--- src/rtl/icache_fill_ctrl.sv ---
// icache_fill_ctrl: one-outstanding-miss fill controller for the N-way icache.
// Issues the line-aligned L2 read, chooses a victim way, writes the returned
// line into the tag/data stores and hands the line back to fetch. It also
// turns L2 back-invalidates and a full flush sweep into tag-store writes.
module icache_fill_ctrl #(
   parameter int ADDR_SZ   = 32,
   parameter int SET_CNT   = 64,
   parameter int WAYS      = 4,
   parameter int LINE_BITS = 512,
   parameter int SET_W     = $clog2(SET_CNT),
   parameter int WAY_W     = $clog2(WAYS),
   parameter int OFF_W     = $clog2(LINE_BITS / 8),
   parameter int TAG_W     = ADDR_SZ - SET_W - OFF_W
) (
   input  logic                 clk,
   input  logic                 rst,
   input  logic                 miss_valid,
   input  logic [ADDR_SZ-1:0]   miss_addr,
   input  logic [WAYS-1:0]      miss_vld_vec,
   output logic                 miss_ready,
   output logic                 l2_req_valid,
   output logic [ADDR_SZ-1:0]   l2_req_addr,
   input  logic                 l2_req_ready,
   input  logic                 l2_rsp_valid,
   input  logic [LINE_BITS-1:0] l2_rsp_data,
   input  logic                 l2_rsp_err,
   input  logic                 inv_valid,
   input  logic [ADDR_SZ-1:0]   inv_addr,
   output logic                 inv_ready,
   input  logic                 flush_req,
   output logic                 flush_busy,
   output logic                 tag_wr_en,
   output logic [SET_W-1:0]     tag_wr_set,
   output logic [WAYS-1:0]      tag_wr_way,
   output logic [TAG_W-1:0]     tag_wr_tag,
   output logic                 tag_wr_vld,
   output logic                 tag_wr_match,
   output logic                 data_wr_en,
   output logic                 fill_done,
   output logic                 fill_err,
   output logic [LINE_BITS-1:0] fill_data
);

   localparam logic [2:0] S_IDLE  = 3'd0;
   localparam logic [2:0] S_REQ   = 3'd1;
   localparam logic [2:0] S_WAIT  = 3'd2;
   localparam logic [2:0] S_FILL  = 3'd3;
   localparam logic [2:0] S_INV   = 3'd4;
   localparam logic [2:0] S_FLUSH = 3'd5;

   // Clears the byte-offset bits so two addresses compare at line granularity.
   localparam logic [ADDR_SZ-1:0] LINE_MASK = {{(ADDR_SZ - OFF_W){1'b1}}, {OFF_W{1'b0}}};

   logic [2:0]           state;
   logic [ADDR_SZ-1:0]   pend_addr;
   logic [WAY_W-1:0]     victim;
   logic                 victim_from_rr;
   logic                 poison;
   logic                 rsp_err;
   logic [SET_W-1:0]     flush_idx;
   logic [WAY_W-1:0]     rr_ptr [SET_CNT];

   logic [SET_W-1:0]     miss_set;
   logic [SET_W-1:0]     pend_set;
   logic [TAG_W-1:0]     pend_tag;
   logic [SET_W-1:0]     inv_set;
   logic [TAG_W-1:0]     inv_tag;
   logic                 inv_hit;
   logic [WAY_W-1:0]     pick_way;
   logic                 pick_from_rr;
   logic                 fill_writes;

   assign miss_set = miss_addr[OFF_W +: SET_W];
   assign pend_set = pend_addr[OFF_W +: SET_W];
   assign pend_tag = pend_addr[ADDR_SZ-1 -: TAG_W];
   assign inv_set  = inv_addr[OFF_W +: SET_W];
   assign inv_tag  = inv_addr[ADDR_SZ-1 -: TAG_W];
   assign inv_hit  = ((inv_addr & LINE_MASK) == (pend_addr & LINE_MASK));
   assign fill_writes = !rsp_err && !poison;

   // Victim choice: lowest invalid way, else the set's round-robin pointer.
   always_comb begin
      pick_way     = rr_ptr[miss_set];
      pick_from_rr = 1'b1;
      for (int i = WAYS - 1; i >= 0; i--) begin
         pick_way     = miss_vld_vec[i] ? pick_way : WAY_W'(i);
         pick_from_rr = miss_vld_vec[i] ? pick_from_rr : 1'b0;
      end
   end

   // Controller state, pending-miss context, flush index and rr pointers.
   always_ff @(posedge clk or posedge rst) begin
      if (rst) begin
         state          <= S_IDLE;
         pend_addr      <= {ADDR_SZ{1'b0}};
         victim         <= {WAY_W{1'b0}};
         victim_from_rr <= 1'b0;
         poison         <= 1'b0;
         rsp_err        <= 1'b0;
         flush_idx      <= {SET_W{1'b0}};
         fill_data      <= {LINE_BITS{1'b0}};
         for (int s = 0; s < SET_CNT; s++) rr_ptr[s] <= {WAY_W{1'b0}};
      end else begin
         case (state)
            S_IDLE: begin
               if (flush_req) begin
                  flush_idx <= {SET_W{1'b0}};
                  state     <= S_FLUSH;
               end else if (inv_valid) begin
                  state <= S_INV;
               end else if (miss_valid) begin
                  pend_addr      <= miss_addr;
                  victim         <= pick_way;
                  victim_from_rr <= pick_from_rr;
                  poison         <= 1'b0;
                  rsp_err        <= 1'b0;
                  state          <= S_REQ;
               end else begin
                  state <= S_IDLE;
               end
            end
            S_REQ: begin
               if (l2_req_ready) state <= S_WAIT;
               else              state <= S_REQ;
            end
            S_WAIT: begin
               // An invalidate of the line in flight means the returned data is stale.
               if (inv_valid && inv_hit) poison <= 1'b1;
               else                      poison <= poison;
               if (l2_rsp_valid) begin
                  fill_data <= l2_rsp_data;
                  rsp_err   <= l2_rsp_err;
                  state     <= S_FILL;
               end else begin
                  state <= S_WAIT;
               end
            end
            S_FILL: begin
               if (fill_writes && victim_from_rr) rr_ptr[pend_set] <= rr_ptr[pend_set] + WAY_W'(1);
               else                               rr_ptr[pend_set] <= rr_ptr[pend_set];
               poison <= 1'b0;
               state  <= S_IDLE;
            end
            S_INV: begin
               state <= S_IDLE;
            end
            S_FLUSH: begin
               flush_idx <= flush_idx + SET_W'(1);
               if (flush_idx == SET_W'(SET_CNT - 1)) begin
                  for (int s = 0; s < SET_CNT; s++) rr_ptr[s] <= {WAY_W{1'b0}};
                  state <= S_IDLE;
               end else begin
                  state <= S_FLUSH;
               end
            end
            default: state <= S_IDLE;
         endcase
      end
   end

   // Handshakes, status and the tag/data store write command for this cycle.
   always_comb begin
      miss_ready   = !rst && (state == S_IDLE) && !flush_req && !inv_valid;
      l2_req_valid = (state == S_REQ);
      l2_req_addr  = (state == S_REQ) ? (pend_addr & LINE_MASK) : {ADDR_SZ{1'b0}};
      inv_ready    = (state == S_INV) || ((state == S_WAIT) && inv_valid);
      flush_busy   = (state == S_FLUSH);
      fill_done    = (state == S_FILL);
      fill_err     = (state == S_FILL) && rsp_err;
      tag_wr_en    = 1'b0;
      tag_wr_set   = {SET_W{1'b0}};
      tag_wr_way   = {WAYS{1'b0}};
      tag_wr_tag   = {TAG_W{1'b0}};
      tag_wr_vld   = 1'b0;
      tag_wr_match = 1'b0;
      data_wr_en   = 1'b0;
      case (state)
         S_FILL: begin
            if (fill_writes) begin
               tag_wr_en  = 1'b1;
               data_wr_en = 1'b1;
               tag_wr_set = pend_set;
               tag_wr_way = WAYS'(1) << victim;
               tag_wr_tag = pend_tag;
               tag_wr_vld = 1'b1;
            end else begin
               tag_wr_en  = 1'b0;
            end
         end
         S_INV, S_WAIT: begin
            if (inv_ready) begin
               tag_wr_en    = 1'b1;
               tag_wr_match = 1'b1;
               tag_wr_set   = inv_set;
               tag_wr_way   = {WAYS{1'b1}};
               tag_wr_tag   = inv_tag;
            end else begin
               tag_wr_en    = 1'b0;
            end
         end
         S_FLUSH: begin
            tag_wr_en  = 1'b1;
            tag_wr_set = flush_idx;
            tag_wr_way = {WAYS{1'b1}};
         end
         default: tag_wr_en = 1'b0;
      endcase
   end

endmodule

--- config.mk ---
export PLATFORM = sky130hd
export DESIGN_NAME = icache_fill_ctrl
export DESIGN_NICKNAME = d
export VERILOG_FILES = /design/src/rtl/icache_fill_ctrl.sv
export SDC_FILE = /design/constraint.sdc
export NUM_CORES = 2
export LEC_CHECK = 0
export ABC_AREA = 0
export BUFFER_PORTS_ARGS = -buffer_cell sky130_fd_sc_hd__buf_2
export CAP_MARGIN = 10
export CORE_AREA = 2 2 457 459
export DETAILED_ROUTE_END_ITERATION = 7
export DIE_AREA = 0 0 459 461
export GPL_TIMING_DRIVEN = 1
export PLACE_DENSITY_LB_ADDON = 0.08
export SETUP_SLACK_MARGIN = 0.02
export SLEW_MARGIN = 20
export SYNTH_ARGS = -nofsm -noshare
export SYNTH_HDL_FRONTEND = slang
export SYNTH_SLANG_ARGS = --single-unit
export TNS_END_PERCENT = 50
--- constraint.sdc ---
create_clock -name clk -period 34.5 [get_ports clk]
set_input_delay 10.35 -clock clk [delete_from_list [all_inputs] [get_ports clk]]
set_output_delay 10.35 -clock clk [all_outputs]
set_load 0.01 [all_outputs]
== Word-level counts from Yosys, hierarchy flattened ==
Cells that the tools add are included.

* Add/subtract/negate cells: 2
* Magnitude comparators: 3
* Eq/ne operators: 14
* Shifts and indexed selects: 1
* Muxes and demuxes: 52
* Bitwise logic cells: 4
* Reductions and logical operators: 27

{| class="wikitable"
|+ Operator list
! cell !! count
|-
| $bwmux W128 || 2
|-
| $mux W128 || 2
|-
| $pmux W128 S2 || 1
|-
| $mux W20 || 2
|-
| $pmux W20 S2 || 1
|-
| $mux W32 || 1
|-
| $eq A26 B26 Y1 || 1
|-
| $bmux W2 S6 || 2
|-
| $mux W2 || 10
|-
| $mux W6 || 3
|-
| $pmux W6 S3 || 1
|-
| $mux W1 || 15
|-
| $ge A7 B7 Y1 const B || 2
|-
| $not A6 Y7 || 2
|-
| $demux W2 S6 || 1
|-
| $ne A2 B2 Y1 const B || 6
|-
| $pmux W3 S4 || 1
|-
| $pmux W4 S3 || 1
|-
| $pmux W6 S2 || 1
|-
| $reduce_and A5 Y1 || 2
|-
| $logic_and A1 B1 Y1 || 9
|-
| $mux W3 || 3
|-
| $mux W4 || 2
|-
| $lt A7 B1 Y1 const B || 1
|-
| 19 further kinds || 31
|}

* Register bits: 686
* Input port bits: 588
* Output and inout port bits: 584
* Logic and storage cells: 175

== Longest topological paths before layout ==
* Depth after elaboration: 8
* Gate-level depth with buffers: 13
* Gate-level depth less buffers: 8

== Least setup slack after synthesis ==
No wires, ideal clock.

* Kind: input-to-output
* Start: in rst
* End: out miss_ready
* Data arrival time: 25,995 ps
* Required time: 24,150 ps
* Slack: -1,845 ps
* Stages: 2
* Buffers on the path: 0
* Path through: inv_1 -> and3_1

* Longest elaborated chain between the ends: 4

{| class="wikitable"
|+ Ends and longest elaborated chain
! what !! line !! text
|-
| start, declared || 16 || <nowiki>input logic rst,</nowiki>
|-
| $logic_not A1 Y1 || 163 || <nowiki>miss_ready = !rst && (state == S_IDLE) && !flush_req && !inv_valid;</nowiki>
|-
| $logic_and A1 B1 Y1 (3 in series) || 163 ||
|-
| end, declared || 20 || <nowiki>output logic miss_ready,</nowiki>
|}

Every way passes these cells.

== Worst setup path in the final report ==
* Start: in inv_valid
* End: out tag_wr_set[5]

* Longest elaborated chain between the ends: 4

{| class="wikitable"
|+ Ends and longest elaborated chain
! what !! line !! text
|-
| start, declared || 27 || <nowiki>input logic inv_valid,</nowiki>
|-
| $logic_and A1 B1 Y1 || 166 || <nowiki>inv_ready = (state == S_INV) || ((state == S_WAIT) && inv_valid);</nowiki>
|-
| $logic_or A1 B1 Y1 || 166 ||
|-
| $mux W6 || 191 || <nowiki>if (inv_ready) begin</nowiki>
|-
| $pmux W6 S3 || 177 || <nowiki>case (state)</nowiki>
|-
| end, declared || 33 || <nowiki>output logic [SET_W-1:0] tag_wr_set,</nowiki>
|}

Every way passes these cells.

==> flow_metrics.py <==
metrics = {
    "status": {
        "status": "completed",
    },
    "timing": {
        "fin_tns_setup_ns": 0,
        "worst_pin_slew_ns": 1.066,
        "finalHoldViolations": 0,
        "fin_ws_ns": 12.38,
        "relSlewSlack": 0.2874,
        "drv_slew": 0,
        "period_share": 0.6413,
        "finalCriticalPeriod_ns": 22.12,
        "fmax_ghz": 0.04520,
        "finalSetupViolCount": 0,
        "rsz0062_at_grt": "no",
        "worst_hold_slack_ns": 0.4628,
        "fin_worst_skew_ns": 0.02738,
    },
    "global_routing": {
        "grt_pass1_wl_microns": 244000,
        "grt_use_total": 0.1649,
        "grt_overflow_total": 0,
        "grt_max_degree": 167,
        "antenna_found_initial": 148,
        "grt_pass1_vias": 28030,
    },
    "min_path": {
        "min_path_type": "flip-flop to flip-flop",
        "holdPathStages": 2,
    },
    "clock_tree": {
        "cts_tree": "done",
        "cts.repair.resized": 0,
        "cts_buffers": 99,
        "cts_htree_levels": 3,
        "clk_latency_ns": 0.72,
        "hold_buffers": 0,
        "clk_pin_slew_ns": 0.05,
        "clock_sinks": 680,
        "cts_setup_buffers": 0,
        "clk_path_buf_depth": 3,
        "clockRootBuffer": "clkbuf_16",
    },
    "finish": {
        "final_nets": 4927,
        "areaGrowthSynthToFinish_pct": 41.31,
        "stdcell_area_sq_um": 41570,
        "drive_gt1_frac": 0.3362,
        "final_cells": 7141,
    },
    "logic_synthesis": {
        "synthTopCellsByArea": "dfrtp_1 (58%), nand2_1 (23%), mux4_2 (3.5%)",
        "yosys.area.top_type_share": 0.5784,
        "seq_area_frac_synth": 0.5784,
        "ys_types": 59,
        "synth_top_area_cell": "dfrtp_1",
        "avgSynthCellArea_sq_um": 9.072,
        "syn_area_sq_um": 29420,
        "syn_inst": 3243,
        "synth-seq-cells": 680,
        "yosysWarnings": 0,
        "synthFlopType": "dfrtp_1",
        "synth_edf_count": 0,
        "async_flop_share": 1.000,
    },
    "placement": {
        "dp_cells": 6941,
        "place_congestion": 0.7796,
        "post_dp_cell_area_sq_um": 38140,
        "io_buffer_count": 1153,
        "dp_hpwl_microns": 135200,
        "place_ws_ns": 12.32,
    },
    "floorplan": {
        "die_x_microns": 459,
        "ios": 1172,
        "rows": 167,
        "start_util": 0.1425,
        "die_y_microns": 461,
        "dieArea_sq_um": 211600,
        "design.core.area_sq_um": 206400,
    },
    "setup_path": {
        "crit_path_end_kind": "output pin",
        "arrival_ns": 11.77,
        "cpPeakStageDelay_ns": 0.40,
        "crit_cells": 7,
        "crit_slowest_cell": "buf_4",
        "critical_path_peak_fanout": 23,
        "cp-start-kind": "input pin",
        "cp_data_required_time_ns": 24.15,
        "crit_type": "input pin to output pin",
        "r2r_cells": 11,
        "crit_family": "buffers and inverters",
        "worstPathCellList": "buf_2 > nand2_1 > a21oi_4 > buf_4 > a222oi_1 > inv_1 > buf_2",
        "cp_common_cell": "buf_2",
        "worst-path-buf-inv": 4,
    },
    "route": {
        "routed-via-count": 27530,
        "drtIter0Drc": 1511,
        "drc_errors": 0,
        "postRouteAntennaNets": 0,
        "wl_per_cell_microns": 25.31,
        "viasPerCell": 3.855,
        "dr.pass1.iters": 5,
        "drt_wl_total_microns": 180700,
    },
    "pwr": {
        "powerDensity_nw_per_um2": 92.92,
        "peakVddDrop_mv": 0.04341,
        "p_leak_nw": 21.69,
    },
    "job": {
        "maxCapViolations": 0,
    },
}
metal layers:
| metal | track usage | wire length, microns | up-vias | share of wire |
|---|---|---|---|---|
| li1 | - | - | 12650 | - |
| met1 | 0.1883 | 69790 | 13340 | 0.39 |
| met2 | 0.2874 | 89640 | 1098 | 0.50 |
| met3 | 0.06383 | 16490 | 373 | 0.091 |
| met4 | 0.04008 | 4418 | 64 | 0.024 |
| met5 | 0 | 399 | - | 0.0022 |
cell usage after synthesis, types with 6 or more instances:
cell type / count
a211oi_1: 6
a21oi_1: 17
a222oi_1: 6
a22o_1: 26
a22oi_1: 10
and2_1: 29
and3_1: 6
buf_2: 16
buf_4: 10
buf_6: 8
clkbuf_1: 171
dfrtp_1: 680
inv_1: 12
mux2_2: 40
mux2i_1: 25
mux4_2: 46
nand2_1: 1767
nand2b_1: 8
nand3_1: 18
nand4_1: 9
nor2_1: 16
nor2b_1: 12
nor3_1: 6
o21ai_0: 136
o21ai_1: 11
o22ai_1: 7
o31ai_1: 50
o31ai_2: 15
xnor2_1: 12
xor2_1: 15
report_power, final:
group	switching, mW	internal [mW]	leakage, nW
Sequential	0.197	1.13	8.77
Clock	0.427	0.647	1.68
Combinational	0.991	0.470	11.2
Total	1.62	2.25	21.7
flip-flops by register name, indices dropped and copies added (netlist names):
name / cells
pend_addr: 26
rsp_err: 1
flush_idx: 6
rr_ptr: 128
victim: 2
victim_from_rr: 1
poison: 1
state: 3
fill_data: 512
cell usage in the layout (no fill, tap or decap), types with 6 or more instances in the layout:
master,n
nand2_1,1766
buf_2,1153
dfrtp_1,678
o21ai_0,136
clkbuf_16,100
o31ai_1,50
mux4_2,46
buf_4,42
mux2_2,40
clkbuf_8,33
and2_1,29
a22o_1,26
mux2i_1,25
diode_2,17
clkbuf_1,17
nor2_1,16
a21oi_1,16
nand3_1,16
clkinv_2,16
o31ai_2,15
xor2_1,15
xnor2_1,12
nor2b_1,11
inv_1,11
a22oi_1,10
o21ai_1,10
nand4_1,9
nand2b_1,8
o22ai_1,7
a222oi_1,6
nor3_1,6
a211oi_1,6
conb_1,6
bufinv_16,6
worst paths after layout:
check	start	endpoint	slack, ns
setup / recovery	inv_valid	tag_wr_set[5]	12.38
hold / removal	fill_data[175]	fill_data[175]	0.46
setup reg to reg	pend_addr[7]	rr_ptr[77]	29.47
hold reg to reg	fill_data[175]	fill_data[175]	0.46
max in group asynchronous	rst	fill_data[257]	22.01
min in group asynchronous	rst	fill_data[45]	9.74
logic make-up after synthesis:
group,Yosys count,synth area share
AND/OR/NAND/NOR,1894,0.2517
flip-flops,680,0.5784
AO/OA/AOI/OAI,304,0.06804
buffers and inverters,223,0.03283
multiplexers,111,0.05903
XOR/XNOR,29,0.009526
adder cells (fa/ha/maj),1,0.0004252
other,1,0.0001275
worst reg2reg max path, stage by stage, from the launching register on:
cell      delay [ns]
dfrtp_1         0.63
buf_4           0.55
nor2_1          0.35
buf_4           0.29
a22o_1          0.24
a211oi_1        0.40
o22ai_1         0.22
nor4b_4         0.38
nor2b_4         0.10
xnor2_4         0.80
buf_4           0.73
o31ai_1         0.18
metrics by stage:
step / power (mW) / util
2_1_floorplan: 1.994 / -
4_1_cts: 3.975 / 0.2012
3_5_place_dp: 2.851 / 0.1848
3_3_place_gp: 2.860 / 0.1848
6_report: 3.863 / 0.2014
5_1_grt: 4.144 / 0.2013
layout make-up:
type / instances / area [sq um]
diodes: 17 / 42.54
clock buffers: 150 / 3020
clock inverters: 33 / 371.6
fillers: 23340 / 164900
inverters: 13 / 52.55
multi-input cells: 2345 / 11520
flip-flops and latches: 680 / 17020
well taps: 2704 / 3383
repair buffers: 1199 / 6166
(Power assumes the default switching activity.)
